### src/rtl/mult_pkg.sv
// rtl/mult_pkg.sv - shared constants and control bundle for the shift-add multiplier datapath
package mult_pkg;

  localparam int N_DEF  = 4;
  localparam int CW_DEF = 5;
  localparam int PW_DEF = 2 * N_DEF;

  // Field order mirrors the controller's output concatenation.
  typedef struct packed {
    logic clr;
    logic shftb;
    logic shftp;
    logic loadab;
    logic loadp;
  } ctrl_t;

  function automatic logic [2:0] strobe_count(input ctrl_t c);
    strobe_count = 3'(c.clr) + 3'(c.shftb) + 3'(c.shftp) + 3'(c.loadab) + 3'(c.loadp);
  endfunction

endpackage

### src/rtl/mult_datapath_if.sv
// rtl/mult_datapath_if.sv - control strobes, operands and product bus; ctrl_err exists only with MULT_CTRL_CHK_EN
interface mult_datapath_if #(
  parameter int N  = 4,
  parameter int CW = 5
);
  logic            clr;
  logic            loadab;
  logic            loadp;
  logic            shftp;
  logic            shftb;
  logic [N-1:0]    a_in;
  logic [N-1:0]    b_in;
  logic [2*N-1:0]  p_out;
  logic            p_valid;
  logic [CW-1:0]   iter;
`ifdef MULT_CTRL_CHK_EN
  logic            ctrl_err;
`endif

  modport master (
    output clr, loadab, loadp, shftp, shftb, a_in, b_in,
`ifdef MULT_CTRL_CHK_EN
    input  ctrl_err,
`endif
    input  p_out, p_valid, iter
  );

  modport slave (
    input  clr, loadab, loadp, shftp, shftb, a_in, b_in,
`ifdef MULT_CTRL_CHK_EN
    output ctrl_err,
`endif
    output p_out, p_valid, iter
  );

endinterface

### src/rtl/mult_addn.sv
// rtl/mult_addn.sv - N-bit unsigned adder with (N+1)-bit sum for the loadp accumulate
module mult_addn #(
  parameter int N = 4
) (
  input  logic [N-1:0] a,
  input  logic [N-1:0] b,
  output logic [N:0]   sum
);

  assign sum = {1'b0, a} + {1'b0, b};

endmodule

### src/rtl/mult_datapath.sv
// rtl/mult_datapath.sv - A/B/P/C registers of the shift-add multiplier; MULT_CTRL_CHK_EN adds sticky ctrl_err
module mult_datapath
  import mult_pkg::*;
#(
  parameter int N  = N_DEF,
  parameter int CW = CW_DEF
) (
  input  logic            clk,
  input  logic            rst,
  mult_datapath_if.slave  bus
);

  localparam int PW = 2 * N;
  localparam logic [CW-1:0] ITER_DONE = CW'(N);
  localparam logic [CW-1:0] ITER_MAX  = '1;

  ctrl_t ctrl;
  assign ctrl = {bus.clr, bus.shftb, bus.shftp, bus.loadab, bus.loadp};

  logic [N-1:0]  a_q, a_d;
  logic [N-1:0]  b_q, b_d;
  logic [PW-1:0] p_q, p_d;
  logic          c_q, c_d;
  logic [CW-1:0] iter_q, iter_d;
  logic          valid_q, valid_d;

  logic [N-1:0]  addend;
  logic [N:0]    acc_sum;
  logic [CW-1:0] iter_inc;

  assign addend   = b_q[0] ? a_q : '0;
  assign iter_inc = (iter_q == ITER_MAX) ? iter_q : iter_q + 1'b1;

  mult_addn #(.N(N)) u_addn (
    .a   (p_q[PW-1:N]),
    .b   (addend),
    .sum (acc_sum)
  );

  // Priority chain guarantees a single action per cycle.
  always_comb begin
    a_d     = a_q;
    b_d     = b_q;
    p_d     = p_q;
    c_d     = c_q;
    iter_d  = iter_q;
    valid_d = valid_q;
    if (ctrl.clr) begin
      a_d     = '0;
      b_d     = '0;
      p_d     = '0;
      c_d     = 1'b0;
      iter_d  = '0;
      valid_d = 1'b0;
    end else if (ctrl.loadab) begin
      a_d     = bus.a_in;
      b_d     = bus.b_in;
      iter_d  = '0;
      valid_d = 1'b0;
    end else if (ctrl.loadp) begin
      {c_d, p_d[PW-1:N]} = acc_sum;
    end else if (ctrl.shftp) begin
      p_d     = {c_q, p_q[PW-1:1]};
      c_d     = 1'b0;
      iter_d  = iter_inc;
      valid_d = valid_q | (iter_inc == ITER_DONE);
    end else if (ctrl.shftb) begin
      b_d = {1'b0, b_q[N-1:1]};
    end
  end

  always_ff @(posedge clk) begin
    if (!rst) begin
      a_q     <= '0;
      b_q     <= '0;
      p_q     <= '0;
      c_q     <= 1'b0;
      iter_q  <= '0;
      valid_q <= 1'b0;
    end else begin
      a_q     <= a_d;
      b_q     <= b_d;
      p_q     <= p_d;
      c_q     <= c_d;
      iter_q  <= iter_d;
      valid_q <= valid_d;
    end
  end

  assign bus.p_out   = p_q;
  assign bus.p_valid = valid_q;
  assign bus.iter    = iter_q;

`ifdef MULT_CTRL_CHK_EN
  logic err_q, err_d;

  // Flags overlapping strobes and any accumulate/shift issued after the run completed.
  always_comb begin
    err_d = err_q;
    if (strobe_count(ctrl) >= 3'd2)
      err_d = 1'b1;
    if ((ctrl.loadp || ctrl.shftp) && (iter_q == ITER_DONE))
      err_d = 1'b1;
  end

  always_ff @(posedge clk) begin
    if (!rst)
      err_q <= 1'b0;
    else
      err_q <= err_d;
  end

  assign bus.ctrl_err = err_q;
`endif

endmodule

### src/flat_wrapper.sv
// flat-port wrapper written by rule: the top's interface ports become plain ports
module mult_datapath_flat import mult_pkg::*;
#(
  parameter int N  = N_DEF,
  parameter int CW = CW_DEF
)
  (clk, rst, bus_clr, bus_loadab, bus_loadp, bus_shftp, bus_shftb, bus_a_in, bus_b_in, bus_p_out, bus_p_valid, bus_iter);
  mult_datapath_if #(.N(N), .CW(CW)) bus_i ();
  input  logic clk;
  input  logic rst;
  input wire logic [$bits(bus_i.clr)-1:0] bus_clr;
  input wire logic [$bits(bus_i.loadab)-1:0] bus_loadab;
  input wire logic [$bits(bus_i.loadp)-1:0] bus_loadp;
  input wire logic [$bits(bus_i.shftp)-1:0] bus_shftp;
  input wire logic [$bits(bus_i.shftb)-1:0] bus_shftb;
  input wire logic [$bits(bus_i.a_in)-1:0] bus_a_in;
  input wire logic [$bits(bus_i.b_in)-1:0] bus_b_in;
  output wire logic [$bits(bus_i.p_out)-1:0] bus_p_out;
  output wire logic [$bits(bus_i.p_valid)-1:0] bus_p_valid;
  output wire logic [$bits(bus_i.iter)-1:0] bus_iter;
  assign bus_i.clr = bus_clr;
  assign bus_i.loadab = bus_loadab;
  assign bus_i.loadp = bus_loadp;
  assign bus_i.shftp = bus_shftp;
  assign bus_i.shftb = bus_shftb;
  assign bus_i.a_in = bus_a_in;
  assign bus_i.b_in = bus_b_in;
  assign bus_p_out = bus_i.p_out;
  assign bus_p_valid = bus_i.p_valid;
  assign bus_iter = bus_i.iter;
  mult_datapath #(.N(N), .CW(CW)) u_core (.clk(clk), .rst(rst), .bus(bus_i));
endmodule
### config.mk
export PLATFORM = sky130hd
export DESIGN_NAME = mult_datapath_flat
export DESIGN_NICKNAME = d
export VERILOG_FILES = /design/src/rtl/mult_pkg.sv /design/src/rtl/mult_datapath_if.sv /design/src/rtl/mult_addn.sv /design/src/rtl/mult_datapath.sv /design/src/flat_wrapper.sv
export SDC_FILE = /design/constraint.sdc
export NUM_CORES = 1
export LEC_CHECK = 0
export ABC_AREA = 1
export CORE_AREA = 3 3 56 58
export DETAILED_ROUTE_END_ITERATION = 12
export DIE_AREA = 0 0 59 61
export GPL_ROUTABILITY_DRIVEN = 0
export PLACE_DENSITY = 0.78
export SLEW_MARGIN = 20
export SYNTH_ARGS = -nofsm -noshare
export SYNTH_HDL_FRONTEND = slang
export SYNTH_HIERARCHICAL = 1
export SYNTH_SLANG_ARGS = --single-unit
### constraint.sdc
create_clock -name clk -period 4.7 [get_ports clk]
set_input_delay 0.94 -clock clk [delete_from_list [all_inputs] [get_ports clk]]
set_output_delay 0.94 -clock clk [all_outputs]
set_load 0.01 [all_outputs]
==> impl_metrics.ini <==
[status]
run_status = completed

[global_route]
grt.overflow.total = 0
grt_use_total_pct = 14.9
grt_first_pass_wirelength_um = 4170
via_count_of_the_first_global_routing_pass = 1002
grt_antenna_before_repair = 0
largest_net_degree_at_the_start_of_global_routing = 13

[critical_path]
crit_path_end_kind = primary output
reg2reg_slack_ns = 2.99
critical_path.top_delay_family = buffers and inverters
worstSetupStartpointType = register
path_max_fanout = 6
number_of_buffer_and_inverter_instances_along_the_worst_setup_path = 1
ordered_cell_list_for_the_critical_path = clkdlybuf4s50_1
r2r.worst_path.cells = 8
cp_data_required_time_ns = 3.76
criticalPathCategory = register to primary output
crit_path_max_incr_delay_ns = 0.58
critical_path.slowest_cell = sky130_fd_sc_hd__clkdlybuf4s50_1
timing.critical_path.depth = 1
critPathArrivalTime_ns = 1.33

[timing]
grt_setup_unrepaired = no
final_max_slew_viol_count = 0
finalSetupViolCount = 0
fin_skew_ns = 0.00266
timing.final.crit_period_ns = 2.27
worst_pin_slew_ns = 0.610
timing.setup.tns_ns = 0
hold_viol_final = 0
fin_ws_ns = 2.43
clock.fmax_mhz = 441
period_share_pct = 48.2
hold_ws_ns = 0.463
slew-limit-headroom_pct = 59.2

[die]
placeableCoreArea_um2 = 2710
io-pin-count = 29
fp.dieW_um = 59
die_h_um = 61
start_util_pct = 44.4
std_cell_rows = 19
design.die.area_um2 = 3600

[layout]
layoutNonFillerInstCount = 226
fillCellCount = 271
ff_latch_area_um2 = 460
num-nets-final = 217
n_antenna_cell = 0
multi_input_comb_area_um2 = 608
area_delta_synth_final_pct = 26.0
final_layout_size_suffix_gt1_share_pct = 6.67

[placed_design]
placement.setup.worst_slack_ns = 2.17
place.detailed.instances = 222
hpwlAfterDp_um = 2010
buffers_on_ports = 28

[synthesis]
syn-instance-count = 167
syn_avg_cell_area_um2 = 7.21
number_of_distinct_library_cell_variants_in_the_gate_level_netlist_after_synthesis = 25
ys_seq_area_share_pct = 38.3
postSynthRegisterBits = 23
ys.warnings.count = 6
mappedNetlistNets = 188
synth_area_um2 = 1200

[detailed_routing]
antenna_violating_nets_post_route = 0
route.detailed.wl_per_inst_um = 11.3
violation_count_after_the_first_detailed_routing_iteration = 44
detailroute.via_count = 1112
detail_route.vias_per_cell = 4.92
postRouteWirelength_um = 2550
drc_errors = 0
detail_route.first_pass.iterations = 4

[hold_path]
worstHoldPathCells = 2
worst_hold_path_type = register to register

[power_and_ir_drop]
switching_share_pct = 24.8
switchingPower_w = 0.0000841
power-per-cell-area_nw_per_um2 = 224
leakage_power_of_the_design_nw = 0.637
design_power_total_w = 0.000340
power.share.combinational_pct = 13.8
power.clock.fraction_pct = 26.3
internal_power_w = 0.000256
vdd.ir_drop.worst_uv = 143
sequentialPowerShare_pct = 59.9

[cts]
post_cts.repair.setup_buffers = 0
number_of_gates_given_a_new_drive_strength_after_cts = 0
tritoncts_clock_tree = built
ctsHtreeMaxLevel = 1
path_clk_slew_ns = 0.12
number_of_buffers_created_by_cts = 3
max-clock-path-buffers = 2
clockRootBuffer = sky130_fd_sc_hd__clkbuf_4
clock_latency_of_the_later_clocked_register_in_the_worst_skew_pair_ns = 0.30
sinks_on_clock_net = 23
hold_fix_buffers_cts = 0

[job]
maxCapViolCount = 0
==> layout make-up <==
cell class	instances	area share [%]
clock buffer	4	1.73
inverter	27	6.77
multi-input combinational	113	40.1
sequential	23	30.4
tap	31	2.56
timing repair buffer	28	18.5
==> routing by layer <==
layer	wire length [um]	vias to the layer above	track usage [%]
met4	15	0	6.47
met1	1160	498	19.1
met2	1260	22	25.1
li1	-	590	-
met3	106	2	2.13
met5	0	-	0
==> worst register-to-register path, cell delays in order (launching register included) <==
cell and delay [ns]:
sky130_fd_sc_hd__dfxtp_1 0.42, sky130_fd_sc_hd__nand2_1 0.07, sky130_fd_sc_hd__inv_1 0.06, sky130_fd_sc_hd__ha_1 0.19, sky130_fd_sc_hd__inv_1 0.07, sky130_fd_sc_hd__fa_1 0.39
sky130_fd_sc_hd__xnor2_1 0.14, sky130_fd_sc_hd__a22oi_1 0.18, sky130_fd_sc_hd__a21oi_1 0.08
==> through the flow <==
stage / area (um^2) / util (%)
after floorplan: 1200 / -
after global placement: 1490 / 55.0
after detailed placement: 1490 / 55.0
after CTS: 1520 / 56.0
after global routing: 1520 / 56.0
final: 1520 / 56.0
==> synthesized netlist by cell type <==
library cell | count | share of area [%]
sky130_fd_sc_hd__nand2_4 | 1 | 0.94
sky130_fd_sc_hd__nand4_1 | 1 | 0.52
sky130_fd_sc_hd__nand2_1 | 32 | 10
sky130_fd_sc_hd__nor3b_4 | 1 | 1.6
sky130_fd_sc_hd__o21ai_1 | 1 | 0.42
sky130_fd_sc_hd__clkinv_2 | 1 | 0.42
sky130_fd_sc_hd__fa_1 | 1 | 1.7
sky130_fd_sc_hd__a22oi_1 | 4 | 2.5
sky130_fd_sc_hd__nand2_2 | 2 | 1.0
sky130_fd_sc_hd__xor2_1 | 1 | 0.73
sky130_fd_sc_hd__nor2_2 | 1 | 0.52
sky130_fd_sc_hd__inv_2 | 3 | 0.94
sky130_fd_sc_hd__dfxtp_1 | 23 | 38
sky130_fd_sc_hd__nor2_4 | 1 | 0.94
sky130_fd_sc_hd__ha_1 | 5 | 5.2
sky130_fd_sc_hd__buf_6 | 2 | 1.9
sky130_fd_sc_hd__nand3_1 | 10 | 4.2
sky130_fd_sc_hd__xnor2_1 | 1 | 0.73
sky130_fd_sc_hd__inv_1 | 23 | 7.2
sky130_fd_sc_hd__clkbuf_2 | 1 | 0.42
sky130_fd_sc_hd__a21oi_1 | 16 | 6.7
sky130_fd_sc_hd__o21ai_0 | 14 | 5.8
sky130_fd_sc_hd__buf_2 | 1 | 0.42
sky130_fd_sc_hd__a31oi_1 | 3 | 1.6
sky130_fd_sc_hd__nor2_1 | 18 | 5.6
==> path summary, 6_finish.rpt <==
check,start,end
max,u_core/bus.iter[2]$_SDFFE_PP0P_,bus_iter[2]
min,u_core/bus.p_valid$_SDFFE_PP0P_,u_core/bus.p_valid$_SDFFE_PP0P_
max reg2reg,u_core/b_q[0]$_SDFFE_PP0P_,u_core/bus.p_out[6]$_SDFFE_PP0P_
min reg2reg,u_core/bus.p_valid$_SDFFE_PP0P_,u_core/bus.p_valid$_SDFFE_PP0P_
==> power by group through the flow <==
stage / clock, W / sequential [W] / combinational (W)
global placement: 0 / 0.000208 / 0.0000456
CTS: 0.0000928 / 0.000204 / 0.0000468
detailed placement: 0 / 0.000208 / 0.0000466
global route: 0.0000995 / 0.000204 / 0.0000520
floorplan: 0 / 0.000208 / 0.0000258
finish: 0.0000893 / 0.000204 / 0.0000468
==> layout by cell type (no fill, tap or decap) <==
cell type	netlist	routed
sky130_fd_sc_hd__nand2_1	32	32
sky130_fd_sc_hd__clkdlybuf4s50_1	0	28
sky130_fd_sc_hd__inv_1	23	23
sky130_fd_sc_hd__dfxtp_1	23	23
sky130_fd_sc_hd__nor2_1	18	18
sky130_fd_sc_hd__a21oi_1	16	16
sky130_fd_sc_hd__o21ai_0	14	14
sky130_fd_sc_hd__nand3_1	10	10
sky130_fd_sc_hd__ha_1	5	5
sky130_fd_sc_hd__a22oi_1	4	4
sky130_fd_sc_hd__clkbuf_4	0	3
sky130_fd_sc_hd__inv_2	3	3
sky130_fd_sc_hd__a31oi_1	3	3
sky130_fd_sc_hd__nand2_2	2	2
sky130_fd_sc_hd__clkbuf_1	0	1
sky130_fd_sc_hd__nor2_2	1	1
sky130_fd_sc_hd__nand4_1	1	1
sky130_fd_sc_hd__xor2_1	1	1
sky130_fd_sc_hd__nor2_4	1	1
sky130_fd_sc_hd__nor3b_4	1	1
sky130_fd_sc_hd__nand2_4	1	1
sky130_fd_sc_hd__clkinv_2	1	1
sky130_fd_sc_hd__o21ai_1	1	1
sky130_fd_sc_hd__xnor2_1	1	1
sky130_fd_sc_hd__fa_1	1	1
==> registers in the layout, summed over array words and instances (netlist names) <==
signal / cells
u_core/a_q: 4
u_core/b_q: 4
u_core/bus.iter: 5
u_core/bus.p_out: 8
u_core/bus.p_valid: 1
u_core/c_q: 1
==> kinds of logic after synthesis <==
kind of cell / Yosys count / synth area share [%]
xor+xnor: 2 / 1.46
simple gates: 67 / 25.3
flops: 23 / 38.3
buf+inv: 31 / 11.2
compound gates: 38 / 16.9
fa+ha+maj: 6 / 6.86
No activity file was read; power rests on OpenSTA's default activity.
==> edit 1, RTL diff (config.mk and constraints unchanged) <==
`CW_DEF`: 5 -> 4.
--- a/src/rtl/mult_pkg.sv
+++ b/src/rtl/mult_pkg.sv
@@ -4,3 +4,3 @@
   localparam int N_DEF  = 4;
-  localparam int CW_DEF = 5;
+  localparam int CW_DEF = 4;
   localparam int PW_DEF = 2 * N_DEF;
Interface: changed (resized bus_iter); port bits go from 29 to 28. The function was not compared with the original's and may differ.
==> edit 1 against the original RTL <==
- area after synthesis is 1.2% lower
- sequential share of layout area is 1.1 points lower
- power is 1.3% higher
- final area is 0.66% lower
- worst setup slack worse by 48 ps
- clock power is 14% higher
- wire length is 5.1% lower
- via count is 2.1% lower
- maximum frequency is 2.1% lower
- sequential cell count is 1 lower
- non-clock buffer count is 1 lower
- count of clock-buffer cells in the layout stayed put
- critical path type unchanged
==> edit 1: results (changes against the original RTL) <==
metric	value	unit	change
status	completed		
r2r_slack	2950	ps	-40 ps
leakagePower	0.646	nW	+1.5%
via_count	1089		-2.1%
grt_first_pass_wirelength	4150	um	-0.34%
grt_pass1_vias	962		-4.0%
crit_fanout	8		+2
grt_use_total	0.147		-0.00172
nets	218		+0.46%
synth_cell_types	22		-12%
ir_drop	0.174	mV	+22%
synth_fp_nets	189		+0.53%
yosys-top-cells-area	dfxtp_1 (37%), nand2_1 (12%), inv_1 (7.3%)		
wirelength	2420	um	-5.1%
relSlewSlack	0.507		-0.0854
fin_worst_skew	10.8	ps	+8.18 ps
port_buffers	27		-3.6%
dp_hpwl	1900	um	-5.2%
swShare	0.241		-0.00685
clk_pin_slew_worst_paths	120	ps	about the same
r2r_cells	8		unchanged
crit_arrival	1370	ps	+40 ps
layout-drive-gt1-share	0.0714		+0.00476
grt_max_degree	15		+2
drt_iter0_drc	28		-36%
antenna_found_initial	0		unchanged
edit 1: cell types whose count changed in the layout (fill, tap and decap cells not counted), moves of 2 or more:
cell	unedited run	this run
a31oi_1	3	1
o21ai_1	1	11
nand2_1	32	37
a22oi_1	4	6
nand3_1	10	8
inv_2	3	5
o21ai_0	14	1
edit 1: kinds of logic after synthesis:
logic type / count (synthesis) / synth area share
xor gates and xnor gates: 1 / 0.00737
AOI/OAI and AO/OA: 37 / 0.171
and+or+nand+nor: 71 / 0.271
adders and majority gates: 6 / 0.0695
DFF: 22 / 0.371
buffers and inverters: 31 / 0.112
edit 1: worst min path at each step:
stage | startpoint | to | cells after the start
2_1_floorplan | u_core/a_q[0] | u_core/a_q[0] | 2
3_3_place_gp | u_core/b_q[3] | u_core/b_q[3] | 2
3_5_place_dp | u_core/a_q[1] | u_core/a_q[1] | 2
4_1_cts | u_core/a_q[1] | u_core/a_q[1] | 2
5_1_grt | u_core/b_q[3] | u_core/b_q[3] | 2
6_report | u_core/bus.p_valid | u_core/bus.p_valid | 2
edit 1: through the flow:
stage                      util  cells  hold slack (ps)  instance area [um^2]  worst slack (ps)
after floorplan               -    168              439                  1190              3020
after global placement    0.542    223              451                  1470              2280
after detailed placement  0.542    223              453                  1470              2170
after CTS                 0.556    227              471                  1510              2360
after global routing      0.556    227              489                  1510              2310
final                     0.556    227              468                  1510              2390
edit 1: cell type report:
type | count | area share
timing repair buffer | 27 | 0.179
multi-input combinational | 115 | 0.409
sequential | 22 | 0.292
tap | 31 | 0.0257
inverter | 28 | 0.0698
clock buffer | 4 | 0.0241
edit 1: metal layers:
layer  vias to the layer above  wire, um  GRT usage
met5                         -         0          0
met1                       472      1240      0.206
met4                         0        15     0.0485
li1                        598         -          -
met3                         2        74     0.0213
met2                        17      1090      0.233
edit 1: power groups by stage:
| stage | logic (W) | registers, W | clock network [W] |
|---|---|---|---|
| after floorplan | 0.0000261 | 0.000199 | 0 |
| after global placement | 0.0000468 | 0.000199 | 0 |
| after detailed placement | 0.0000474 | 0.000199 | 0 |
| after CTS | 0.0000476 | 0.000195 | 0.000106 |
| after global routing | 0.0000529 | 0.000196 | 0.000112 |
| final | 0.0000473 | 0.000195 | 0.000102 |
==> edit 2, RTL diff (same flow settings) <==
Without the edit above. `p_q` no longer has a reset.
--- a/src/rtl/mult_datapath.sv
+++ b/src/rtl/mult_datapath.sv
@@ -75,3 +75,2 @@
       b_q     <= '0;
-      p_q     <= '0;
       c_q     <= 1'b0;
@@ -82,3 +81,2 @@
       b_q     <= b_d;
-      p_q     <= p_d;
       c_q     <= c_d;
@@ -87,2 +85,6 @@
     end
+  end
+
+  always_ff @(posedge clk) begin
+    p_q <= p_d;
   end
Check against the original RTL: not equivalent (Yosys sat finds a counterexample within 4 cycles, from zero or initial values; the reset may be asserted at any time).
==> edit 2 against the original RTL <==
- power increased by 4.7%
- wire length increased by 1.8%
- final area increased by 0.50%
- sequential cell count unchanged
- die area unchanged
- highest routed layer unchanged
- area after synthesis decreased by 0.62%
- largest cell class unchanged
- register-to-register slack improved by 20 ps
- core utilization increased by 0.28 points
- worst setup slack got worse by 61 ps
==> edit 2: results (changes against the original RTL) <==
metric	value	unit	change
status	completed		
grt_pass1_vias	1048		+4.6%
r2r_slack	3010	ps	+20 ps
synth_seq_area_share	0.385		+0.00240
via_count	1124		+1.1%
cts-root-buf	clkbuf_4		
clk_latency	300	ps	about the same
grt_max_degree	14		+1
fin_worst_skew	7.10	ps	+4.44 ps
cts_buffers	3		unchanged
drt_iter0_drc	37		-16%
period_share	0.495		+0.0129
n_antenna_cell	0		unchanged
largest_reg_flops	8		unchanged
ir_drop	0.198	mV	+39%
yosys-top-cells-area	dfxtp_1 (38%), nand2_1 (8.8%), inv_1 (7.5%)		
first_pass_iters	4		unchanged
ys_async_sr_fraction	0		unchanged
wl_per_cell	11.6	um	+2.7%
grt_first_pass_wirelength	4370	um	+5.0%
final.fill_count	262		-3.3%
synth_cell_types	23		-8.0%
crit_arrival	2530	ps	+1200 ps
layout-drive-gt1-share	0.0674		+0.000691
dp_hpwl	2060	um	+2.5%
crit_fanout	12		+6
relSlewSlack	0.667		+0.0746
port_buffers	28		unchanged
synth_commonest_cells	nand2_1 (28), inv_1 (24), dfxtp_1 (23)		
synthFlopType	dfxtp_1		
htreeDepth	1		unchanged
clk_pin_slew_worst_paths	120	ps	about the same
setup-violations-final	0		unchanged
antenna_found_initial	0		unchanged
yosysWarnings	6		unchanged
synth_cells	163		-2.4%
hp-class	reg -> reg		
placed_area	0.00150	mm^2	+0.42%
clockBufferDepth	2		unchanged
placed_cells	220		-0.90%
grt_use_total	0.157		+0.00822
vias_per_cell	5.02		+2.0%
cts_setup_buffers	0		unchanged
netSwitchingPower	0.0000925	W	+10%
leakagePower	0.659	nW	+3.4%
post_cts.resized_instances	0		unchanged
synth_fp_nets	184		-2.1%
edit 2: cell types whose count changed after synthesis, sizes merged, moves of 2 or more:
cell | before | now
nor2 | 20 | 23
nand3 | 10 | 8
nand4 | 1 | 3
nand2 | 35 | 29
edit 2: final timing paths:
kind                 start             endpoint  cells past startpoint
max             bus_loadab  u_core/bus.p_out[7]                      6
max reg2reg  u_core/b_q[0]  u_core/bus.p_out[6]                      8
min reg2reg  u_core/a_q[1]        u_core/a_q[1]                      2
min          u_core/a_q[1]        u_core/a_q[1]                      2
edit 2: cell type report:
| type | count | area [um^2] | area share |
|---|---|---|---|
| multi-input combinational | 112 | 619 | 0.406 |
| tap | 31 | 38.8 | 0.0255 |
| clock buffer | 3 | 22.5 | 0.0148 |
| clock inverter | 1 | 5.00 | 0.00328 |
| inverter | 26 | 97.6 | 0.0640 |
| sequential | 23 | 460 | 0.302 |
| timing repair buffer | 28 | 280 | 0.184 |
edit 2: through the flow:
stage / util / total power (W) / setup WS [ps] / hold WS, ps
after floorplan: - / 0.000244 / 3020 / 440
after global placement: 0.552 / 0.000269 / 2180 / 441
after detailed placement: 0.552 / 0.000272 / 2070 / 453
after CTS: 0.562 / 0.000360 / 2380 / 472
after global routing: 0.562 / 0.000376 / 2210 / 495
final: 0.562 / 0.000356 / 2370 / 470
edit 2: power groups by stage:
| stage | Sequential, W | Clock (W) | Combinational, W |
|---|---|---|---|
| 6_report | 0.000208 | 0.0000884 | 0.0000589 |
| 5_1_grt | 0.000210 | 0.000101 | 0.0000654 |
| 4_1_cts | 0.000208 | 0.0000922 | 0.0000591 |
| 3_5_place_dp | 0.000213 | 0 | 0.0000588 |
| 3_3_place_gp | 0.000212 | 0 | 0.0000569 |
| 2_1_floorplan | 0.000213 | 0 | 0.0000307 |
edit 2: kinds of logic (layout without fill, tap and decap cells):
| logic type | count (synthesis) | in the layout | synth area share |
|---|---|---|---|
| compound gates | 39 | 39 | 0.176 |
| xor+xnor | 2 | 2 | 0.0146 |
| fa+ha+maj | 6 | 6 | 0.0690 |
| buf+inv | 28 | 58 | 0.0973 |
| flops | 23 | 23 | 0.385 |
| mux | 1 | 1 | 0.00837 |
| simple gates | 64 | 64 | 0.250 |
edit 2: metal layers:
| metal | global-route usage | vias to the layer above | part of all wire |
|---|---|---|---|
| li1 | - | 593 | - |
| met1 | 0.195 | 495 | 0.44 |
| met2 | 0.254 | 34 | 0.50 |
| met3 | 0.0362 | 2 | 0.050 |
| met4 | 0.0841 | 0 | 0.010 |
| met5 | 0 | - | 0 |
edit 2: critical path, cell delays in order:
cell and delay [ps]:
clkdlybuf4s50_1 780, inv_1 230, o21ai_0 160, inv_1 160, o21ai_0 190, a21oi_1 60
